`src/rtl/mem_wb_stage.sv`:
```
// MEM/WB pipeline register with load-data extraction.
// Tracks retired instructions and flags illegal load sizes.
module mem_wb_stage #(
    parameter int CNT_W = 32
) (
    input  logic             clk,
    input  logic             reset,
    input  logic             stall,
    input  logic             flush,
    input  logic             mem_valid,
    input  logic [63:0]      mem_result,
    input  logic             mem_to_reg,
    input  logic [3:0]       xfer_size,
    input  logic             load_signed,
    input  logic             reg_write,
    input  logic [4:0]       rd,
    output logic             wb_valid,
    output logic             wb_reg_write,
    output logic [4:0]       wb_rd,
    output logic [63:0]      wb_data,
    output logic [CNT_W-1:0] retired,
    output logic             size_err
);

    localparam logic [4:0] XZR = 5'd31;

    logic        sz_b;
    logic        sz_h;
    logic        sz_w;
    logic        sz_d;
    logic        illegal;
    logic        sx_b;
    logic        sx_h;
    logic        sx_w;
    logic [63:0] load_data;
    logic [63:0] cap_data;
    logic        cap_we;

    assign sz_b = (xfer_size == 4'd1);
    assign sz_h = (xfer_size == 4'd2);
    assign sz_w = (xfer_size == 4'd4);
    assign sz_d = (xfer_size == 4'd8);

    assign illegal = mem_to_reg & ~(sz_b | sz_h | sz_w | sz_d);

    assign sx_b = load_signed & mem_result[7];
    assign sx_h = load_signed & mem_result[15];
    assign sx_w = load_signed & mem_result[31];

    // Slice and extend raw read data according to the load width.
    always_comb begin
        load_data = '0;
        unique case (1'b1)
            sz_b:    load_data = {{56{sx_b}}, mem_result[7:0]};
            sz_h:    load_data = {{48{sx_h}}, mem_result[15:0]};
            sz_w:    load_data = {{32{sx_w}}, mem_result[31:0]};
            sz_d:    load_data = mem_result;
            default: load_data = '0;
        endcase
    end

    // Pick the value and write enable that a normal capture would latch.
    always_comb begin
        cap_data = mem_result;
        if (mem_to_reg) begin
            cap_data = illegal ? 64'd0 : load_data;
        end
        cap_we = mem_valid & reg_write & (rd != XZR) & ~illegal;
    end

    // WB register: reset beats flush beats stall beats capture.
    always_ff @(posedge clk) begin
        if (reset) begin
            wb_valid     <= 1'b0;
            wb_reg_write <= 1'b0;
            wb_rd        <= XZR;
            wb_data      <= '0;
            retired      <= '0;
            size_err     <= 1'b0;
        end else if (flush) begin
            wb_valid     <= 1'b0;
            wb_reg_write <= 1'b0;
            wb_rd        <= XZR;
            wb_data      <= '0;
        end else if (!stall) begin
            wb_valid     <= mem_valid;
            wb_reg_write <= cap_we;
            wb_rd        <= rd;
            wb_data      <= cap_data;
            if (mem_valid) begin
                retired <= retired + CNT_W'(1);
            end
            if (mem_valid && illegal) begin
                size_err <= 1'b1;
            end
        end
    end

endmodule
```
`config.mk`:
```
export PLATFORM = sky130hd
export DESIGN_NAME = mem_wb_stage
export DESIGN_NICKNAME = d
export VERILOG_FILES = /design/src/rtl/mem_wb_stage.sv
export SDC_FILE = /design/constraint.sdc
export NUM_CORES = 1
export LEC_CHECK = 0
export ABC_AREA = 1
export CAP_MARGIN = 15
export CELL_PAD_IN_SITES_DETAIL_PLACEMENT = 1
export CELL_PAD_IN_SITES_GLOBAL_PLACEMENT = 2
export CORE_ASPECT_RATIO = 0.6
export CORE_UTILIZATION = 23
export DETAILED_ROUTE_END_ITERATION = 6
export PLACE_DENSITY = 0.81
export RECOVER_POWER = 100
export SLEW_MARGIN = 20
export SYNTH_ARGS = -nofsm -noshare
export SYNTH_HDL_FRONTEND = slang
export SYNTH_SLANG_ARGS = --single-unit
```
`constraint.sdc`:
```
create_clock -name clk -period 1.7 [get_ports clk]
set_input_delay 0.17 -clock clk [delete_from_list [all_inputs] [get_ports clk]]
set_output_delay 0.17 -clock clk [all_outputs]
set_load 0.005 [all_outputs]
```
**Word-level counts from Yosys, hierarchy flattened**

Index checks and enable logic that the tools add are counted.
Widths: inputs -> output; s select.

- Bits in registers: 104
- Latch bits: 0
- Bits in writable memories: 0
- ROM bits: 0
- Input bits: 81
- Output and inout port bits: 104
- Word-level logic and storage cells: 33
- Memories: 0

- Add/subtract/negate cells: 1
- Multipliers: 0
- Divide/modulo/power cells: 0
- Order comparisons: 0
- Eq/ne operators: 5
- Shifts and indexed selects: 0
- Muxes and demuxes: 3
- Bitwise logic cells: 14
- Reductions and logical operators: 4

Operator list:

| cell | number |
|---|---|
| $pmux 64 s4 | 1 |
| $mux 64 | 2 |
| $add 32x1->32 const B | 1 |
| $and 1x1->1 | 7 |
| $reduce_and 3->1 | 2 |
| $ne 5x5->1 const B | 1 |
| $eq 4x1->1 const B | 1 |
| $eq 4x2->1 const B | 1 |
| $eq 4x3->1 const B | 1 |
| $eq 4x4->1 const B | 1 |
| $not 1->1 | 4 |
| $or 1x1->1 | 3 |
| $reduce_or 2->1 | 1 |
| $logic_and 1x1->1 | 1 |

**Logic depth before layout (Yosys ltp)**

- Depth after elaboration: 8
- Depth in mapped cells: 10
- Gate-level depth less buffers: 10

**Worst setup path before layout**

OpenSTA, ideal clock, no wires.

- Path type: register -> register
- From: reg retired[1]
- To: reg retired[24]
- Setup time: 0.128 ns
- Data arrival time: 1.260 ns
- Required time: 1.572 ns
- Path slack: 0.313 ns
- Cell stages (with the launch flop): 9
- Buffers on the path: 0
- Period minus slack after synthesis: 1.387 ns
- Path through: dfxtp_1 > ha_1 > inv_1 > nor2_1 > nand2_1 > nor2_2 > nand3_1 > xor2_1 > nor2_1

- Longest elaborated chain between the ends: 1

Ends and longest elaborated chain:

| item | RTL line | text |
|---|---|---|
| start, declared | 21 | `output logic [CNT_W-1:0] retired,` |
| start signal, assigned | 91 | `retired <= retired + CNT_W'(1);` |
| $add 32x1->32 | 91 |  |

No other way between the ends.
A chain may end at the register's enable or synchronous reset.

**Worst setup path after layout**

- From: reg retired[2]
- To: out retired[2]

No word-level cell between the ends.

==> impl_results.md <==
* Launch point of the worst reg-to-reg path: retired[0]$_SDFFE_PP0P_
* First-pass GRT wire length at 34200 um
* Pin count of the biggest net entering global routing at 78
* RR Endpoint: retired[26]$_SDFFE_PP0P_
* RePlAce Congestion at 0.8298
* Worst slew margin at 48.44%
* Cell count of the worst reg-to-reg path at 9
* Avg Cell Area, Syn at 6.594 um^2
* Worst skew pair latency at 360 ps
* Area of the multi-input gates at 0.002799 mm^2
* Mapped Nets at 882
* Clk sinks at 104
* Register area at 0.002085 mm^2
* Hold Crit Class: input port to flop
* Slew at the pin closest to its max-slew limit at 773.4 ps
* Antenna violations before repair at 0
* Final min period at 1633 ps
* Final setup fails at 0
* Die Area at 0.02356 mm^2
* Post-synthesis sequential area ratio at 39.47%
* Die height at 119.3 um
* WP data arrival at 1460 ps
* Number of global-route vias before repair at 5922
* CTS tree: done
* DRC violations left at 0
* Setup Skew at 5.146 ps
* Warnings, synthesis at 0
* Initial core utilization at 23.67%
* Flops & latches, synth at 104
* RSZ-0062 raised after global routing: true
* Bufs on Longest Clock Path at 2
* Power Total at 5588 uW
* Share of the synthesized area in the top cell type at 39.47%
* Number of max-cap violations at 0
* Rows at 42
* CP Capture Point: retired[2]
* Final hold vios at 0
* CP required at 1530 ps
* Layout cells sized above 1 at 9.690%
* Drt first pass iters at 4
* Clock slew at reported path FFs at 70 ps
* Mean routed wirelength per cell at 17.12 um
* Synth Cell Area at 0.005275 mm^2
* Fmax at 612.2 MHz
* GR Util All Layers at 18.77%
* Gr ovfl total at 0
* Final ANT Viol Nets at 0
* Final net count at 1078
* Vias per cell at 4.711
* Core Area at 0.02228 mm^2
* CP Class: flop to output pin
* Fill cell count at 2787
* Worst Hold Path Cells at 3
* Slew Viols, Final at 0
* Crit end category: output pin
* Slowest stage delay, CP at 490 ps
* I/O Pins at 185
* Post-Syn Instances at 800
* Fin Setup TNS at 0 ps
* Drt total wl at 22410 um
* CTS root buf: clkbuf_16
* Status: complete, no violations
* Leakage at 0.003195 uW
* Synth-to-layout area growth at 53.04%
* Post-synth top area cell: dfxtp_1
* Power Dens Cells at 692.2 mW/mm^2
* IO Port Bufs at 184
* Die width at 197.5 um
* TritonCTS Buffers at 9
* Hold Worst Slack at 121.7 ps
* CP Cell Sequence: buf_4 > clkdlybuf4s50_1
* Antenna diodes at 0
* # hold bufs at CTS at 0
* H-tree Lvls at 3
* Beginning of the critical path: retired[2]$_SDFFE_PP0P_
* Critical path's slowest cell: clkdlybuf4s50_1
* Worst ir drop on vdd at 0.4286 mV
* Worst reg-to-reg setup slack at 140 ps
* HPWL after DPL at 16060 um
* Final critical-path share of the clock period at 96.08%
* Vias at 6167
* Initial DRC count at 265
* Critical Path Start Type: flop
* Largest cells by area after synthesis: dfxtp_1, nand2_1, a21oi_1, o21ai_0, nand3_1
* Unique masters post-synth at 31
* CP Max Fanout at 5
-- flip-flops by register name (all words and copies together), names as in the netlist --
signal and count:
wb_reg_write 1, wb_valid 1, size_err 1, wb_data 64
retired 32, wb_rd 5
-- logic make-up (layout without fill, tap and decap cells) --
logic type      count (synthesis)  count (layout)  share of synthesized area (%)
compound gates                251             251                          23.91
xor+xnor                        5               5                         0.8303
fa+ha+maj                       1               1                         0.2372
buf+inv                       105             305                          8.112
flops                         104             104                          39.47
simple gates                  334             335                          27.44
-- per-layer routing --
layer	global-route usage [%]	vias up	wire, um
li1	-	3064	-
met1	27.55	2942	11680
met2	27.18	142	9304
met3	4.560	19	1128
met4	4.409	0	293
met5	0	-	0
-- metrics by stage --
stage	area, um^2	cells	util [%]	setup slack [ps]
4_1_cts	8051	1307	36.14	51.47
3_5_place_dp	7750	1291	34.78	-100.8
3_3_place_gp	7750	1291	34.78	-39.15
2_1_floorplan	5275	800	-	312.6
5_1_grt	8073	1309	36.23	-6.238
6_report	8073	1309	36.23	66.66
-- power by group --
part / internal [uW] / total (uW) / switching (uW)
clock: 1140 / 2170 / 1030
sequential: 2500 / 2540 / 39.2
combinational: 436 / 872 / 437
-- Yosys cell counts --
master and number:
nor2_4 1, a21oi_1 133, clkbuf_1 39, inv_2 3, ha_1 1, nand2_4 1, nand3_1 58, nand3_4 1
nor2_2 8, inv_1 48, buf_1 2, nor3_4 1, inv_4 1, buf_2 7, nor3b_1 1, xor2_1 3
nand2_1 183, nand3_2 1, dfxtp_1 104, buf_6 1, o21ai_0 102, a211oi_1 1, nor2_1 55, o21ai_1 14
nand2_2 1, nand3b_1 1, nor3_1 9, o21a_1 1, xnor2_1 2, nand4_1 13, buf_4 4
-- layout by cell type (no fill, tap or decap), types with 2 or more instances in the layout --
cell type	netlist	layout
inv_1	48	46
o21ai_0	102	102
clkinvlp_4	0	3
clkdlybuf4s50_1	0	182
nor2_1	55	53
inv_2	3	4
nand3_1	58	57
a21oi_1	133	133
clkinv_2	0	2
nor2_2	8	9
nand2_1	183	181
nand4_1	13	13
nor2_4	1	3
dfxtp_1	104	102
buf_2	7	2
nand2_2	1	3
nand3_2	1	2
nor3_1	9	9
clkbuf_1	39	2
buf_12	0	7
xor2_1	3	3
dfxtp_2	0	2
buf_4	4	44
clkbuf_16	0	9
xnor2_1	2	2
o21ai_1	14	14
-- worst max-delay path: cells and delay by family, from the launching register on --
family                 cells  cell delay [ps]
buffers and inverters      2              660
DFF                        1              440
-- cell type report --
class | instances | share of cell area, %
Multi-Input combinational cell | 592 | 34.67
Timing Repair Buffer | 237 | 28.61
Sequential cell | 104 | 25.82
Tap cell | 308 | 4.774
Clock buffer | 9 | 2.790
Inverter | 52 | 2.449
Clock inverter | 7 | 0.8834
-- worst min-delay path by stage --
| stage | slack, ps | end | startpoint |
|---|---|---|---|
| floorplan | 250 | retired[4]$_SDFFE_PP0P_ | reset |
| global placement | 450 | size_err$_SDFFE_PP0P_ | size_err$_SDFFE_PP0P_ |
| detailed placement | 460 | wb_reg_write$_SDFFE_PP0N_ | wb_reg_write$_SDFFE_PP0N_ |
| CTS | 110 | wb_data[10]$_SDFFE_PP0N_ | mem_to_reg |
| global route | 140 | wb_data[10]$_SDFFE_PP0N_ | mem_to_reg |
| finish | 120 | wb_data[10]$_SDFFE_PP0N_ | mem_to_reg |
-- what timing repair did --
action / 4_1_cts / 5_1_grt
gates cloned: 0 / 1
gates resized for setup: 1 / 9
pin swaps: 0 / 1
setup buffers: 0 / 1
endpoints found under the setup margin: 1 / 9
Note: power is estimated with default switching activity, not from simulation.
